**config.mk**
```make
export PLATFORM = sky130hd
export DESIGN_NAME = mips_bus_arbiter
export DESIGN_NICKNAME = d
export VERILOG_FILES = /design/src/rtl/mips_bus_pkg.sv /design/src/rtl/bus_wait_watchdog.sv /design/src/rtl/mips_bus_arbiter.sv
export SDC_FILE = /design/constraint.sdc
export NUM_CORES = 1
export LEC_CHECK = 0
export BUFFER_PORTS_ARGS = -buffer_cell sky130_fd_sc_hd__buf_4
export CAP_MARGIN = 20
export CORE_AREA = 2 2 110 139
export CTS_CLUSTER_DIAMETER = 150
export DETAILED_ROUTE_END_ITERATION = 12
export DIE_AREA = 0 0 112 141
export HOLD_SLACK_MARGIN = 0.1
export PLACE_DENSITY = 0.78
export SYNTH_ARGS = -nofsm -noshare
export SYNTH_HDL_FRONTEND = slang
export SYNTH_SLANG_ARGS = --single-unit
```
**constraint.sdc**
```tcl
create_clock -name clk -period 3.03 [get_ports clk]
set_input_delay 0.606 -clock clk [delete_from_list [all_inputs] [get_ports clk]]
set_output_delay 0.606 -clock clk [all_outputs]
set_load 0.01 [all_outputs]
```
**src/rtl/mips_bus_pkg.sv**
```systemverilog
// Shared types and constants for the MIPS instruction/data bus arbiter.
package mips_bus_pkg;

   typedef enum logic [1:0] {
      IDLE = 2'd0,
      IGNT = 2'd1,
      DGNT = 2'd2,
      ACK  = 2'd3
   } state_e;

   typedef enum logic {
      GNT_I = 1'b0,
      GNT_D = 1'b1
   } gnt_e;

   localparam logic [3:0] BE_WORD = 4'b1111;

endpackage

```
**src/rtl/bus_wait_watchdog.sv**
```systemverilog
// Counts consecutive stalled bus cycles and strobes when the wait limit is reached.
module bus_wait_watchdog #(
   parameter int unsigned WAIT_LIMIT = 255,
   parameter int unsigned CNT_W      = 16
) (
   input  logic clk,
   input  logic rst_n,
   input  logic clr_i,
   input  logic active_i,
   input  logic waitrequest_i,
   output logic timeout_c_o
);

   localparam logic [CNT_W-1:0] LIMIT    = CNT_W'(WAIT_LIMIT);
   localparam logic [CNT_W-1:0] LIMIT_M1 = CNT_W'(WAIT_LIMIT - 1);

   logic [CNT_W-1:0] cnt_q;
   logic [CNT_W-1:0] cnt_d;

   always_comb begin
      cnt_d = cnt_q;
      if (clr_i) begin
         cnt_d = '0;
      end else if (active_i && waitrequest_i && (cnt_q != LIMIT)) begin
         cnt_d = cnt_q + CNT_W'(1);
      end
   end

   // This stalled cycle is the one that brings the count up to the limit.
   assign timeout_c_o = active_i && waitrequest_i && (cnt_q == LIMIT_M1);

   always_ff @(posedge clk or negedge rst_n) begin
      if (!rst_n) begin
         cnt_q <= '0;
      end else begin
         cnt_q <= cnt_d;
      end
   end

endmodule

```
**src/rtl/mips_bus_arbiter.sv**
```systemverilog
// Arbitrates the single Avalon master port between instruction fetch and load/store,
// returning registered read data with a one-cycle acknowledge.
module mips_bus_arbiter #(
   parameter int unsigned ARB_MODE   = 1,
   parameter int unsigned WAIT_LIMIT = 255,
   parameter int unsigned CNT_W      = 16
) (
   input  logic        clk,
   input  logic        reset,
   input  logic        i_req,
   input  logic [31:0] i_address,
   output logic        i_ack,
   output logic [31:0] i_rdata,
   input  logic        d_read,
   input  logic        d_write,
   input  logic [31:0] d_address,
   input  logic [31:0] d_writedata,
   input  logic [3:0]  d_byteenable,
   output logic        d_ack,
   output logic [31:0] d_rdata,
   output logic [31:0] address,
   output logic        read,
   output logic        write,
   input  logic        waitrequest,
   output logic [31:0] writedata,
   output logic [3:0]  byteenable,
   input  logic [31:0] readdata,
   output logic        busy,
   output logic        bus_timeout
);

   import mips_bus_pkg::*;

   localparam bit RR = (ARB_MODE != 0);

   state_e      state_q, state_d;
   gnt_e        last_q, last_d;
   logic [31:0] addr_q, addr_d;
   logic [31:0] wdata_q, wdata_d;
   logic [3:0]  be_q, be_d;
   logic        rd_q, rd_d;
   logic        wr_q, wr_d;
   logic        iack_q, iack_d;
   logic        dack_q, dack_d;
   logic [31:0] irdata_q, irdata_d;
   logic [31:0] drdata_q, drdata_d;
   logic        busy_q, busy_d;
   logic        tmo_q, tmo_d;

   logic        d_pend;
   logic        wd_clr;
   logic        wd_active;
   logic        timeout_c;

   assign d_pend    = d_read | d_write;
   assign wd_active = (state_q == IGNT) || (state_q == DGNT);

   bus_wait_watchdog #(
      .WAIT_LIMIT (WAIT_LIMIT),
      .CNT_W      (CNT_W)
   ) u_watchdog (
      .clk           (clk),
      .rst_n         (reset),
      .clr_i         (wd_clr),
      .active_i      (wd_active),
      .waitrequest_i (waitrequest),
      .timeout_c_o   (timeout_c)
   );

   always_comb begin
      state_d  = state_q;
      last_d   = last_q;
      addr_d   = addr_q;
      wdata_d  = wdata_q;
      be_d     = be_q;
      rd_d     = rd_q;
      wr_d     = wr_q;
      iack_d   = 1'b0;
      dack_d   = 1'b0;
      irdata_d = irdata_q;
      drdata_d = drdata_q;
      tmo_d    = tmo_q;
      wd_clr   = 1'b0;

      case (state_q)
         IDLE: begin
            if (i_req || d_pend) begin
               wd_clr = 1'b1;
               // Data wins unless round-robin says fetch is owed the bus.
               if (d_pend && (!i_req || !RR || (last_q == GNT_I))) begin
                  state_d = DGNT;
                  last_d  = GNT_D;
                  addr_d  = d_address;
                  be_d    = d_byteenable;
                  wdata_d = d_writedata;
                  wr_d    = d_write;
                  rd_d    = ~d_write;
               end else begin
                  state_d = IGNT;
                  last_d  = GNT_I;
                  addr_d  = i_address;
                  be_d    = BE_WORD;
                  wdata_d = '0;
                  wr_d    = 1'b0;
                  rd_d    = 1'b1;
               end
            end
         end
         IGNT, DGNT: begin
            if (!waitrequest || timeout_c) begin
               state_d = ACK;
               rd_d    = 1'b0;
               wr_d    = 1'b0;
               if (waitrequest) begin
                  tmo_d = 1'b1;
               end
               if (state_q == IGNT) begin
                  iack_d   = 1'b1;
                  irdata_d = waitrequest ? 32'd0 : readdata;
               end else begin
                  dack_d = 1'b1;
                  if (waitrequest) begin
                     drdata_d = 32'd0;
                  end else if (!wr_q) begin
                     drdata_d = readdata;
                  end
               end
            end
         end
         ACK: begin
            state_d = IDLE;
         end
         default: begin
            state_d = IDLE;
         end
      endcase

      busy_d = (state_d != IDLE);
   end

   always_ff @(posedge clk or negedge reset) begin
      if (!reset) begin
         state_q  <= IDLE;
         last_q   <= GNT_D;
         addr_q   <= '0;
         wdata_q  <= '0;
         be_q     <= '0;
         rd_q     <= 1'b0;
         wr_q     <= 1'b0;
         iack_q   <= 1'b0;
         dack_q   <= 1'b0;
         irdata_q <= '0;
         drdata_q <= '0;
         busy_q   <= 1'b0;
         tmo_q    <= 1'b0;
      end else begin
         state_q  <= state_d;
         last_q   <= last_d;
         addr_q   <= addr_d;
         wdata_q  <= wdata_d;
         be_q     <= be_d;
         rd_q     <= rd_d;
         wr_q     <= wr_d;
         iack_q   <= iack_d;
         dack_q   <= dack_d;
         irdata_q <= irdata_d;
         drdata_q <= drdata_d;
         busy_q   <= busy_d;
         tmo_q    <= tmo_d;
      end
   end

   assign address     = addr_q;
   assign writedata   = wdata_q;
   assign byteenable  = be_q;
   assign read        = rd_q;
   assign write       = wr_q;
   assign i_ack       = iack_q;
   assign d_ack       = dack_q;
   assign i_rdata     = irdata_q;
   assign d_rdata     = drdata_q;
   assign busy        = busy_q;
   assign bus_timeout = tmo_q;

endmodule

```
==> results of run 1 <==
==> worst max-delay path: stages (launching register included) <==
cell,delay (ns)
dfrtp_1,0.43
or4_1,0.67
o41ai_4,0.51
nand3_4,0.40
a22o_1,0.37
==> state kept, by name, summed over array words and instances, names as in the netlist <==
register	cells
last_q	1
i_rdata	32
d_ack	1
i_ack	1
state_q	2
read	1
bus_timeout	1
d_rdata	32
busy	1
write	1
address	32
writedata	32
byteenable	4
u_watchdog.cnt_q	16
==> Yosys cell counts (6+ instances only) <==
cell,count,area (sq um)
a31oi_1,33,206
inv_1,10,37.5
a21oi_1,9,45.0
a22oi_1,31,233
or4_1,7,52.6
dfrtp_1,156,3900
nand4_1,6,37.5
a22o_1,32,280
nand2_1,154,578
o21ai_0,46,230
clkbuf_1,43,161
buf_6,6,67.6
o2bb2ai_1,32,280
nor2_1,45,169
==> where the power goes <==
group	internal [mW]	switching, mW	total (mW)
Combinational	2.12	2.25	4.38
Sequential	3.02	0.604	3.62
Clock	1.19	0.999	2.19
==> through the flow <==
| step | setup WS [ns] | hold WS [ns] | instance area, sq um |
|---|---|---|---|
| 6_report | 0.524 | 0.170 | 9680 |
| 3_5_place_dp | 0.543 | 0.466 | 9060 |
| 2_1_floorplan | 0.907 | 0.310 | 6800 |
| 4_1_cts | 0.526 | 0.200 | 9680 |
| 5_1_grt | 0.423 | 0.216 | 9680 |
| 3_3_place_gp | 0.600 | 0.446 | 9060 |
==> cells by family after synthesis <==
kind of cell               Yosys count
and+or+nand+nor                    241
AOI/OAI and AO/OA                  202
DFF                                157
buffers and inverters               64
xor gates and xnor gates             4
adders and majority gates            4
==> worst paths after layout <==
kind                                 startpoint                  end  slack [ns]  cells after the start
max                        u_watchdog.cnt_q[12]           i_rdata[2]        0.52                      4
min                                       reset          address[25]        0.17                      1
max reg2reg                u_watchdog.cnt_q[12]           i_rdata[2]        0.52                      4
min reg2reg                        writedata[8]         writedata[8]        0.48                      2
max in group asynchronous                 reset  u_watchdog.cnt_q[6]        2.11                      2
min in group clk                   readdata[19]          i_rdata[19]        0.41                      2
==> layer usage <==
metal	wire (um)	share of wire	GRT usage
met2	9380	0.49	0.406
met5	0	0	0
met4	315	0.017	0.0796
met1	7750	0.41	0.301
met3	1640	0.086	0.0701
==> cell type report <==
| type | instances | area [sq um] | share of cell area |
|---|---|---|---|
| repair buffers | 292 | 2230 | 0.231 |
| inverters | 10 | 37.5 | 0.00388 |
| multi-input cells | 451 | 2630 | 0.272 |
| flip-flops and latches | 157 | 3930 | 0.406 |
| clock buffers | 17 | 425 | 0.0440 |
| clock inverters | 15 | 193 | 0.0199 |
| well taps | 182 | 228 | 0.0235 |
==> qor.txt, run 1 <==
Mux cell area share after synthesis - 0
Final-report max-slew violation count - 0
Boundary pin count - 276
Placed Instances - 1092
Setup Fix Bufs, Post-CTS - 0
Setup TNS - 0 ns
Clock Latency Late Sink - 0.43 ns
Post-synthesis xor/xnor area fraction - 0.00515
Sink Count - 157
Root Driver - clkbuf_16
CP Capture Type - register
Setup-failing EPs final - 0
Mapped Area - 0.00680 sq mm
Post-layout min period - 2.51 ns
Reg clk slew, reported paths - 0.08 ns
Die height - 141 um
Crit path kind - reg -> reg
Synth Area in Compound Gates - 0.213
Async SR Flop Fraction - 1.00
Largest family of logic cells by synthesized area - compound AO/OA/AOI/OAI gates
Synth Instances - 672
Power per Cell Area - 1050 mW/mm^2
Area grow syn2layout - 42.3%
ANT cells - 0
Crit path launch type - register
Ys Warns - 0
Post-cts resize count - 0
Placeable core area - 0.0146 sq mm
Initial Util - 0.465
Die W - 112 um
Gpl congestion - 0.805
CTS tree - built
Synth Area per Inst - 10.1 sq um
H-tree levels - 4
Max Freq - 399 MHz
Most frequent cells in the layout - buf_4 (288), dfrtp_1 (156), nand2_1 (154), o21ai_0 (45), nor2_1 (42)
DRT Wirelength - 19.1 mm
Overall Global Routing Usage - 0.242
Gr ovfl total - 0
CP max FO - 33
Cts hold-fix bufs - 0
DR vias/cell - 5.47
Commonest non-fill, non-tap cell in the layout - buf_4
Pre-Repair DR Iteration Count - 4
LEAKAGE - 4.66 nW
DRC - 0
Clock buffer count from CTS - 17
Critical Path AT - 2.81 ns
Worst hold path class - in -> async
Main flop type after synthesis - dfrtp_1
Post-synthesis sequential area ratio - 0.578
Antenna violation net count after detailed routing - 0
Initial antenna violation count - 0
Max VDD drop - 0.000550 V
Fill cell count - 1200
Final Util - 0.661
Fin crit share - 0.827
Tot Pwr - 10.2 mW
DP Wirelength - 13.7 mm
# nets final - 1071
Slew Limit Headroom - 0.489
Share of cells above drive strength 1 - 0.358
Net Count, Synth - 814
Area share of fa/ha/maj cells after synthesis - 0.00736
Vias in the first global route - 5982
Largest net degree at the start of global routing - 69
Outcome - finished clean
Max-cap violations - 0
Final hold vios - 0
Post-Synth Simple-Gate Area - 0.154
Worst path required time - 3.33 ns
RSZ-0062 raised after global routing - false
#FFs+latches synth - 157
1st-iter DRT viols - 333
IO buf count - 275
First-pass GRT wire length - 30.6 mm
Row count - 50
Clock skew - 0.0155 ns
Mean routed wirelength per cell - 17.0 um
Unique masters post-synth - 48
Clock Tree Buf Depth - 2
Post-synth EDFFs - 0
Post-Layout Cell Count - 1124
Worst-margin pin slew - 0.766 ns
Die area - 0.0158 sq mm
Vias after detailed routing - 6149
Note: power is estimated with default switching activity, not from simulation.
==> run 2: changes to the inputs <==
==> constraint.sdc (replaced) <==
create_clock -name clk -period 2.6 [get_ports clk]
set_input_delay 0.52 -clock clk [delete_from_list [all_inputs] [get_ports clk]]
set_output_delay 0.52 -clock clk [all_outputs]
set_load 0.01 [all_outputs]
==> qor.txt, run 2 (synthesized netlist as in run 1, its figures left out) <==
Outcome - finished clean
Reg clk slew, reported paths - 0.07 ns
Vias after detailed routing - 6129
Vias in the first global route - 5950
Sink Count - 157
Crit path kind - reg -> reg
CP cell instances - or4_1 > o41ai_4 > buf_4 > nand3_4 > a22o_1
Setup TNS - 0 ns
Worst reg2reg path depth - 5
Initial antenna violation count - 0
Final-report max-slew violation count - 0
Worst hold margin - 0.0610 ns
Area grow syn2layout - 43.4%
Reg area - 0.00393 sq mm
DRT Wirelength - 19.6 mm
Power per Cell Area - 1230 mW/mm^2
Fill cell count - 1214
Worst path bufs/invs - 1
DRC - 0
Worst-margin pin slew - 0.635 ns
Final Cell Area - 0.00975 sq mm
Most frequent cells in the layout - buf_4 (293), dfrtp_1 (156), nand2_1 (154), o21ai_0 (45), nor2_1 (42)
Clock buffer count from CTS - 17
Die W - 112 um
Gr ovfl total - 0
Clock Tree Buf Depth - 2
Gpl congestion - 0.776
Post-layout min period - 2.32 ns
Critical Path AT - 2.63 ns
Share of cells above drive strength 1 - 0.362
Placed Instances - 1096
Initial Util - 0.465
Post-place instance area - 0.00909 sq mm
Clock skew - 0.0141 ns
First-pass GRT wire length - 31.0 mm
Cts hold-fix bufs - 0
Post-Layout Cell Count - 1131
CP Capture Type - register
Mean routed wirelength per cell - 17.3 um
Worst path required time - 2.91 ns
LEAKAGE - 4.69 nW
Root Driver - clkbuf_16
DP Wirelength - 13.7 mm
DR vias/cell - 5.42
Overall Global Routing Usage - 0.247
Crit path launch type - register
Crit path max-delay cell type - or4_1
IO buf count - 275
Fin crit share - 0.893
Multi-input logic area - 0.00265 sq mm
Die area - 0.0158 sq mm
# nets final - 1078
Max-cap violations - 0
CP max FO - 17
Critical path's largest stage delay - 0.64 ns
Die height - 141 um
Pre-Repair DR Iteration Count - 5
Boundary pin count - 276
ANT cells - 0
Clock Latency Late Sink - 0.43 ns
Antenna violation net count after detailed routing - 0
CTS tree - built
Final hold vios - 0
Commonest non-fill, non-tap cell in the layout - buf_4
Worst hold path class - in -> async
RSZ-0062 raised after global routing - false
H-tree levels - 4
Final Util - 0.666
Max VDD drop - 0.000876 V
1st-iter DRT viols - 404
Largest net degree at the start of global routing - 69
Placeable core area - 0.0146 sq mm
Slew Limit Headroom - 0.577
Row count - 50
Top delay family on crit path - simple AND/OR/NAND/NOR gates
Setup-failing EPs final - 0
Max Freq - 431 MHz
CP Depth - 5
-- run 2: cell count changes in the layout (fill, tap and decap cells not counted) --
cell / change
buf_4: +5
clkinv_8: -1
nand3_4: +1
clkinvlp_4: +1
inv_6: +3
buf_8: +1
bufinv_16: +1
clkinv_4: -1
inv_8: -3
-- run 2: what timing repair did --
item                                    in CTS  in global routing
gates resized for setup                      0                  1
setup buffers                                0                  1
endpoints found under the setup margin       0                 24
-- run 2: cell type report --
class | instances | share of cell area
sequential | 157 | 0.403
multi-input combinational | 452 | 0.271
inverter | 10 | 0.00385
tap | 182 | 0.0234
timing repair buffer | 298 | 0.234
clock buffer | 17 | 0.0436
clock inverter | 15 | 0.0203
-- run 2: final timing paths --
kind / endpoint / slack [ns] / from
max: i_rdata[6] / 0.28 / u_watchdog.cnt_q[11]
max in group asynchronous: address[5] / 1.74 / reset
min reg2reg: byteenable[0] / 0.47 / byteenable[0]
min in group clk: i_rdata[13] / 0.32 / readdata[13]
max reg2reg: i_rdata[6] / 0.28 / u_watchdog.cnt_q[11]
min: address[25] / 0.06 / reset
-- run 2: through the flow --
stage                     total power, mW  setup WS, ns
final                                12.0         0.279
after global routing                 12.8         0.187
after CTS                            12.1        0.0929
after detailed placement             9.42         0.112
after global placement               9.30         0.165
after floorplan                      6.83         0.477
-- run 2: where the power goes --
group / total (mW) / leakage (nW) / internal, mW / switching [mW]
logic: 5.18 / 2.44 / 2.51 / 2.67
registers: 4.23 / 1.96 / 3.52 / 0.712
clock network: 2.59 / 0.294 / 1.47 / 1.12
total: 12.0 / 4.69 / 7.49 / 4.50
-- run 2: metal layers --
metal / track usage / vias up / share of wire
met5: 0 / - / 0
met4: 0.0796 / 0 / 0.021
met3: 0.0877 / 26 / 0.090
met2: 0.406 / 254 / 0.49
met1: 0.307 / 2915 / 0.39
li1: - / 2934 / -
-- run 2: worst reg2reg max path: cells and delay by family (launching register included) --
| kind | cells | cell delay, ns |
|---|---|---|
| simple gates | 2 | 0.87 |
| flops | 1 | 0.45 |
| compound gates | 2 | 0.67 |
| buf+inv | 1 | 0.21 |
